[config.mk]
export PLATFORM = sky130hd
export DESIGN_NAME = acc_fadd_scheduler
export DESIGN_NICKNAME = d
export VERILOG_FILES = /design/src/rtl/acc_fadd_scheduler.sv
export SDC_FILE = /design/constraint.sdc
export NUM_CORES = 2
export LEC_CHECK = 0
export ABC_AREA = 1
export CAP_MARGIN = 20
export CORE_AREA = 2 2 397 399
export DETAILED_ROUTE_END_ITERATION = 6
export DIE_AREA = 0 0 399 401
export DONT_BUFFER_PORTS = 1
export GPL_TIMING_DRIVEN = 0
export PLACE_DENSITY = 0.36
export SLEW_MARGIN = 20
export SYNTH_ARGS = -nofsm -noshare
export SYNTH_HDL_FRONTEND = slang
export SYNTH_SLANG_ARGS = --single-unit
[constraint.sdc]
create_clock -name clk -period 37.2 [get_ports clk]
set_input_delay 7.44 -clock clk [delete_from_list [all_inputs] [get_ports clk]]
set_output_delay 7.44 -clock clk [all_outputs]
set_load 0.02 [all_outputs]
[src/rtl/acc_fadd_scheduler.sv]
// acc_fadd_scheduler: shares one FADD pipeline per accumulator among requesting cores,
// granting by signed stamp order with round-robin tie-break and tracking pipeline occupancy.
module acc_fadd_scheduler #(
    parameter int N_CORE   = 6,
    parameter int N_ACC    = 3,
    parameter int GC_WIDTH = 16,
    parameter int LATENCY  = 6,
    localparam int CW = $clog2(N_CORE),
    localparam int LW = $clog2(LATENCY + 1)
) (
    input  logic                                       clk,
    input  logic                                       reset,
    input  logic [N_CORE-1:0][N_ACC-1:0]               i_req_valid,
    output logic [N_CORE-1:0][N_ACC-1:0]               o_req_ready,
    input  logic [N_CORE-1:0][N_ACC-1:0][31:0]         i_req_data,
    input  logic [N_CORE-1:0][N_ACC-1:0][GC_WIDTH-1:0] i_req_stamp,
    input  logic                                       i_stamp_dir,
    output logic [N_ACC-1:0]                           o_disp_valid,
    output logic [N_ACC-1:0][CW-1:0]                   o_disp_core,
    output logic [N_ACC-1:0][31:0]                     o_disp_data,
    output logic [N_ACC-1:0]                           o_bypass_sel,
    output logic [N_ACC-1:0]                           o_result_we,
    output logic                                       o_all_idle,
    output logic                                       o_no_req
);
    typedef enum logic [1:0] {S_IDLE, S_BUSY, S_DRAIN} state_t;

    logic [N_ACC-1:0][LW-1:0] r_cnt;
    logic [N_ACC-1:0][LW-1:0] w_cnt_nxt;
    logic [N_ACC-1:0][CW-1:0] r_rr_ptr;
    logic [N_ACC-1:0][CW-1:0] w_rr_nxt;
    logic [N_ACC-1:0]         w_any;
    logic [N_ACC-1:0][CW-1:0] w_win;
    state_t                   w_state [N_ACC];

    // Winner search: scanning from rr_ptr and replacing only on a strictly better stamp
    // makes the first tied core in round-robin order win.
    always_comb begin
        int c;
        logic signed [GC_WIDTH-1:0] best;
        logic [CW-1:0] ci;
        w_any = '0;
        w_win = '0;
        c     = 0;
        best  = '0;
        ci    = '0;
        for (int a = 0; a < N_ACC; a++) begin
            best = '0;
            for (int k = 0; k < N_CORE; k++) begin
                c = int'(r_rr_ptr[a]) + k;
                if (c >= N_CORE) c = c - N_CORE;
                ci = CW'(c);
                if (i_req_valid[ci][a] && (!w_any[a] ||
                    (i_stamp_dir ? $signed(i_req_stamp[ci][a]) > best
                                 : $signed(i_req_stamp[ci][a]) < best))) begin
                    w_any[a] = 1'b1;
                    w_win[a] = ci;
                    best     = $signed(i_req_stamp[ci][a]);
                end
            end
        end
    end

    // Per-acc state from occupancy; grants, result strobes, status and next occupancy.
    always_comb begin
        o_req_ready  = '0;
        o_disp_valid = '0;
        o_disp_core  = '0;
        o_disp_data  = '0;
        o_result_we  = '0;
        o_bypass_sel = '0;
        o_all_idle   = 1'b1;
        o_no_req     = ~|i_req_valid;
        w_cnt_nxt    = r_cnt;
        w_rr_nxt     = r_rr_ptr;
        for (int a = 0; a < N_ACC; a++) begin
            w_state[a] = (r_cnt[a] == '0) ? S_IDLE :
                         (r_cnt[a] == LW'(1)) ? S_DRAIN : S_BUSY;
            o_disp_valid[a] = !reset && (w_state[a] != S_BUSY) && w_any[a];
            o_result_we[a]  = !reset && (w_state[a] == S_DRAIN);
            o_bypass_sel[a] = o_result_we[a];
            o_req_ready[w_win[a]][a] = o_disp_valid[a];
            o_disp_core[a]  = o_disp_valid[a] ? w_win[a] : '0;
            o_disp_data[a]  = o_disp_valid[a] ? i_req_data[w_win[a]][a] : '0;
            if (w_state[a] == S_BUSY) o_all_idle = 1'b0;
            w_cnt_nxt[a] = o_disp_valid[a] ? LW'(LATENCY) :
                           (w_state[a] == S_IDLE) ? '0 : r_cnt[a] - LW'(1);
            w_rr_nxt[a]  = !o_disp_valid[a] ? r_rr_ptr[a] :
                           (w_win[a] == CW'(N_CORE - 1)) ? '0 : w_win[a] + CW'(1);
        end
        if (reset) o_all_idle = 1'b1;
    end

    // Occupancy counters and round-robin pointers; reset drops in-flight ops.
    always_ff @(posedge clk) begin
        if (reset) begin
            r_cnt    <= '0;
            r_rr_ptr <= '0;
        end else begin
            r_cnt    <= w_cnt_nxt;
            r_rr_ptr <= w_rr_nxt;
        end
    end
endmodule

==> impl_metrics.py <==
metrics = {
    "route": {
        "num_vias": 38500,
        "final_antenna_net_count": 0,
        "drt_iter0_drc": 3487,
        "via_per_inst": 5.12,
        "drt-total-wl_mm": 224,
        "first_pass_iters": 6,
        "wl_per_cell_um": 29.7,
        "post-route-drc-count": 0,
    },
    "critical_path": {
        "cp.required_ns": 29.76,
        "worstPathArrival_ns": 23.66,
        "end_kind": "output pin",
        "critPathMaxStageDelay_ns": 0.74,
        "cp_slowest_cell": "o21ai_2",
        "crit_type": "input pin to output pin",
        "critPathMostFrequentCell": "nand2_1",
        "startpoint_type": "input pin",
        "crit_fanout": 10,
    },
    "clock_tree": {
        "h-tree-depth": 1,
        "cts_inserted_buffers": 3,
        "cts-root-buf": "clkbuf_16",
        "ctsResizeCount": 0,
        "cts_setup_buffers": 0,
        "insertion_delay_ns": 0.29,
        "cts_buffer_depth": 2,
        "path_clk_slew_ns": 0.07,
        "cts.sinks": 18,
        "tritoncts": "built",
        "cts_hold_buf": 0,
    },
    "global_route": {
        "grt_pass1_vias": 36900,
        "grt_max_degree": 11,
        "track_usage_pct": 26.5,
        "grt_pass1_wl_mm": 299,
        "antenna_found_initial": 47,
        "gr-total-overflow": 0,
    },
    "die": {
        "rows": 145,
        "core_area_um2": 156000,
        "die_w_um": 399,
        "pin_count": 1019,
        "start_util_pct": 17.3,
        "die_h_um": 401,
        "dieArea_um2": 160000,
    },
    "outcome": {
        "status": "complete, no violations",
    },
    "cells_and_area": {
        "final_layout_size_suffix_gt1_share_pct": 5.47,
        "regArea_um2": 360,
        "syn2layout_area_growth_pct": 11.4,
        "final_cell_mix": "nand2_1, o21ai_0, nand3_1, inv_1, a21oi_1",
        "layout_commonest_cell": "nand2_1",
        "multi_input_area_um2": 23200,
        "fill_cells": 18600,
        "layout.nets": 6588,
    },
    "sta": {
        "report.final.slew_viol_count": 0,
        "rsz0062_at_grt": "false",
        "period_needed_ns": 31.10,
        "tns_ns": 0,
        "tightest_slew_ns": 1.16,
        "relSlewSlack_pct": 22.0,
        "skew_ns": 0.00745,
        "setup_viol": 0,
        "fin_crit_sh_pct": 83.6,
        "fmax_ghz": 0.0322,
        "finalHoldViolCount": 0,
    },
    "synthesis": {
        "ys_ff_latch": 18,
        "syn_nets": 6577,
        "synth-simple-area-share_pct": 42.0,
        "synth_warnings": 0,
        "syn_area_um2": 26900,
        "synthMuxAreaShare_pct": 0.0372,
        "synth_fa_ha_area_share_pct": 12.6,
        "syn_inst": 5422,
        "avgSynthCellArea_um2": 4.96,
        "synth_xor_area_share_pct": 0.163,
        "synth_top_family_by_area": "simple AND/OR/NAND/NOR gates",
        "synth.distinct_cells": 49,
        "synth-compound-area-share_pct": 30.6,
        "yosysSeqAreaShare_pct": 1.34,
    },
    "hold_path": {
        "hp-class": "flip-flop to flip-flop",
    },
    "placed_design": {
        "io_buffer_count": 0,
        "place_congestion": 1.03,
        "dp_hpwl_mm": 201,
    },
    "run": {
        "drv_cap": 0,
    },
}
state kept, by name, indices dropped and copies added, names as in the netlist:
register and cells:
r_cnt 9, r_rr_ptr 9
area by class of cell:
type / instances / area share (%)
inverter: 521 / 6.54
timing repair buffer: 6 / 0.188
antenna: 38 / 0.317
buffer: 352 / 5.43
multi-input combinational: 4531 / 77.4
tap: 2058 / 8.60
sequential: 18 / 1.20
clock buffer: 4 / 0.297
through the flow:
step                      instance area (µm²)  utilization, %  hold slack (ns)  setup WS [ns]  cells
final                                   30000            19.2            0.457           6.10   7528
after CTS                               29900            19.2            0.460           5.89   7490
after global routing                    29900            19.2            0.497           5.02   7513
after global placement                  29500            18.9            0.449           5.46   7480
after floorplan                         26900               -            0.428          12.41   5422
after detailed placement                29800            19.1            0.451           5.96   7486
critical path, delay by kind of cell:
kind,cells,cell delay [ns]
AO/OA/AOI/OAI,10,2.39
adder cells (fa/ha/maj),5,2.02
AND/OR/NAND/NOR,52,8.10
buffers and inverters,10,3.61
Yosys cell counts, drive strengths merged:
cell type	n	area share, %
a211oi	3	0.084
a21o	4	0.11
a21oi	373	7.0
a311oi	4	0.15
a31o	2	0.065
a31oi	15	0.46
a32oi	5	0.16
a41oi	1	0.033
buf	177	3.6
clkbuf	175	2.4
clkinv	3	0.042
dfxtp	18	1.3
ha	270	13
inv	518	7.2
mux2i	1	0.037
nand2	1878	27
nand3	529	9.9
nand3b	15	0.42
nand4	17	0.42
nor2	275	3.9
nor3	18	0.37
nor4	7	0.16
o211ai	94	2.6
o21a	7	0.20
o21ai	912	17
o21bai	4	0.11
o22ai	3	0.070
o31ai	54	1.5
o32ai	30	0.98
or2	5	0.12
xnor2	5	0.16
path summary, 6_finish.rpt:
path	from	endpoint	slack [ns]	depth (start not counted)
min reg2reg	r_cnt[6]	r_cnt[6]	0.46	1
max reg2reg	r_rr_ptr[0]	r_rr_ptr[2]	19.78	80
max	i_req_valid[6]	o_disp_data[7]	6.10	77
min	r_cnt[6]	r_cnt[6]	0.46	1
metal layers:
layer | track usage (%) | share of wire (%)
met5 | 0 | 0.10
met4 | 11.4 | 5.1
met1 | 30.1 | 38
met2 | 46.0 | 48
met3 | 7.26 | 8.7
logic make-up after synthesis:
group           count (synthesis)
buf+inv                       873
simple gates                 2744
compound gates               1511
flops                          18
mux                             1
xor+xnor                        5
fa+ha+maj                     270
Power is not shown: default switching activity piles up to over one toggle a cycle in this logic, so the estimate is an artifact.
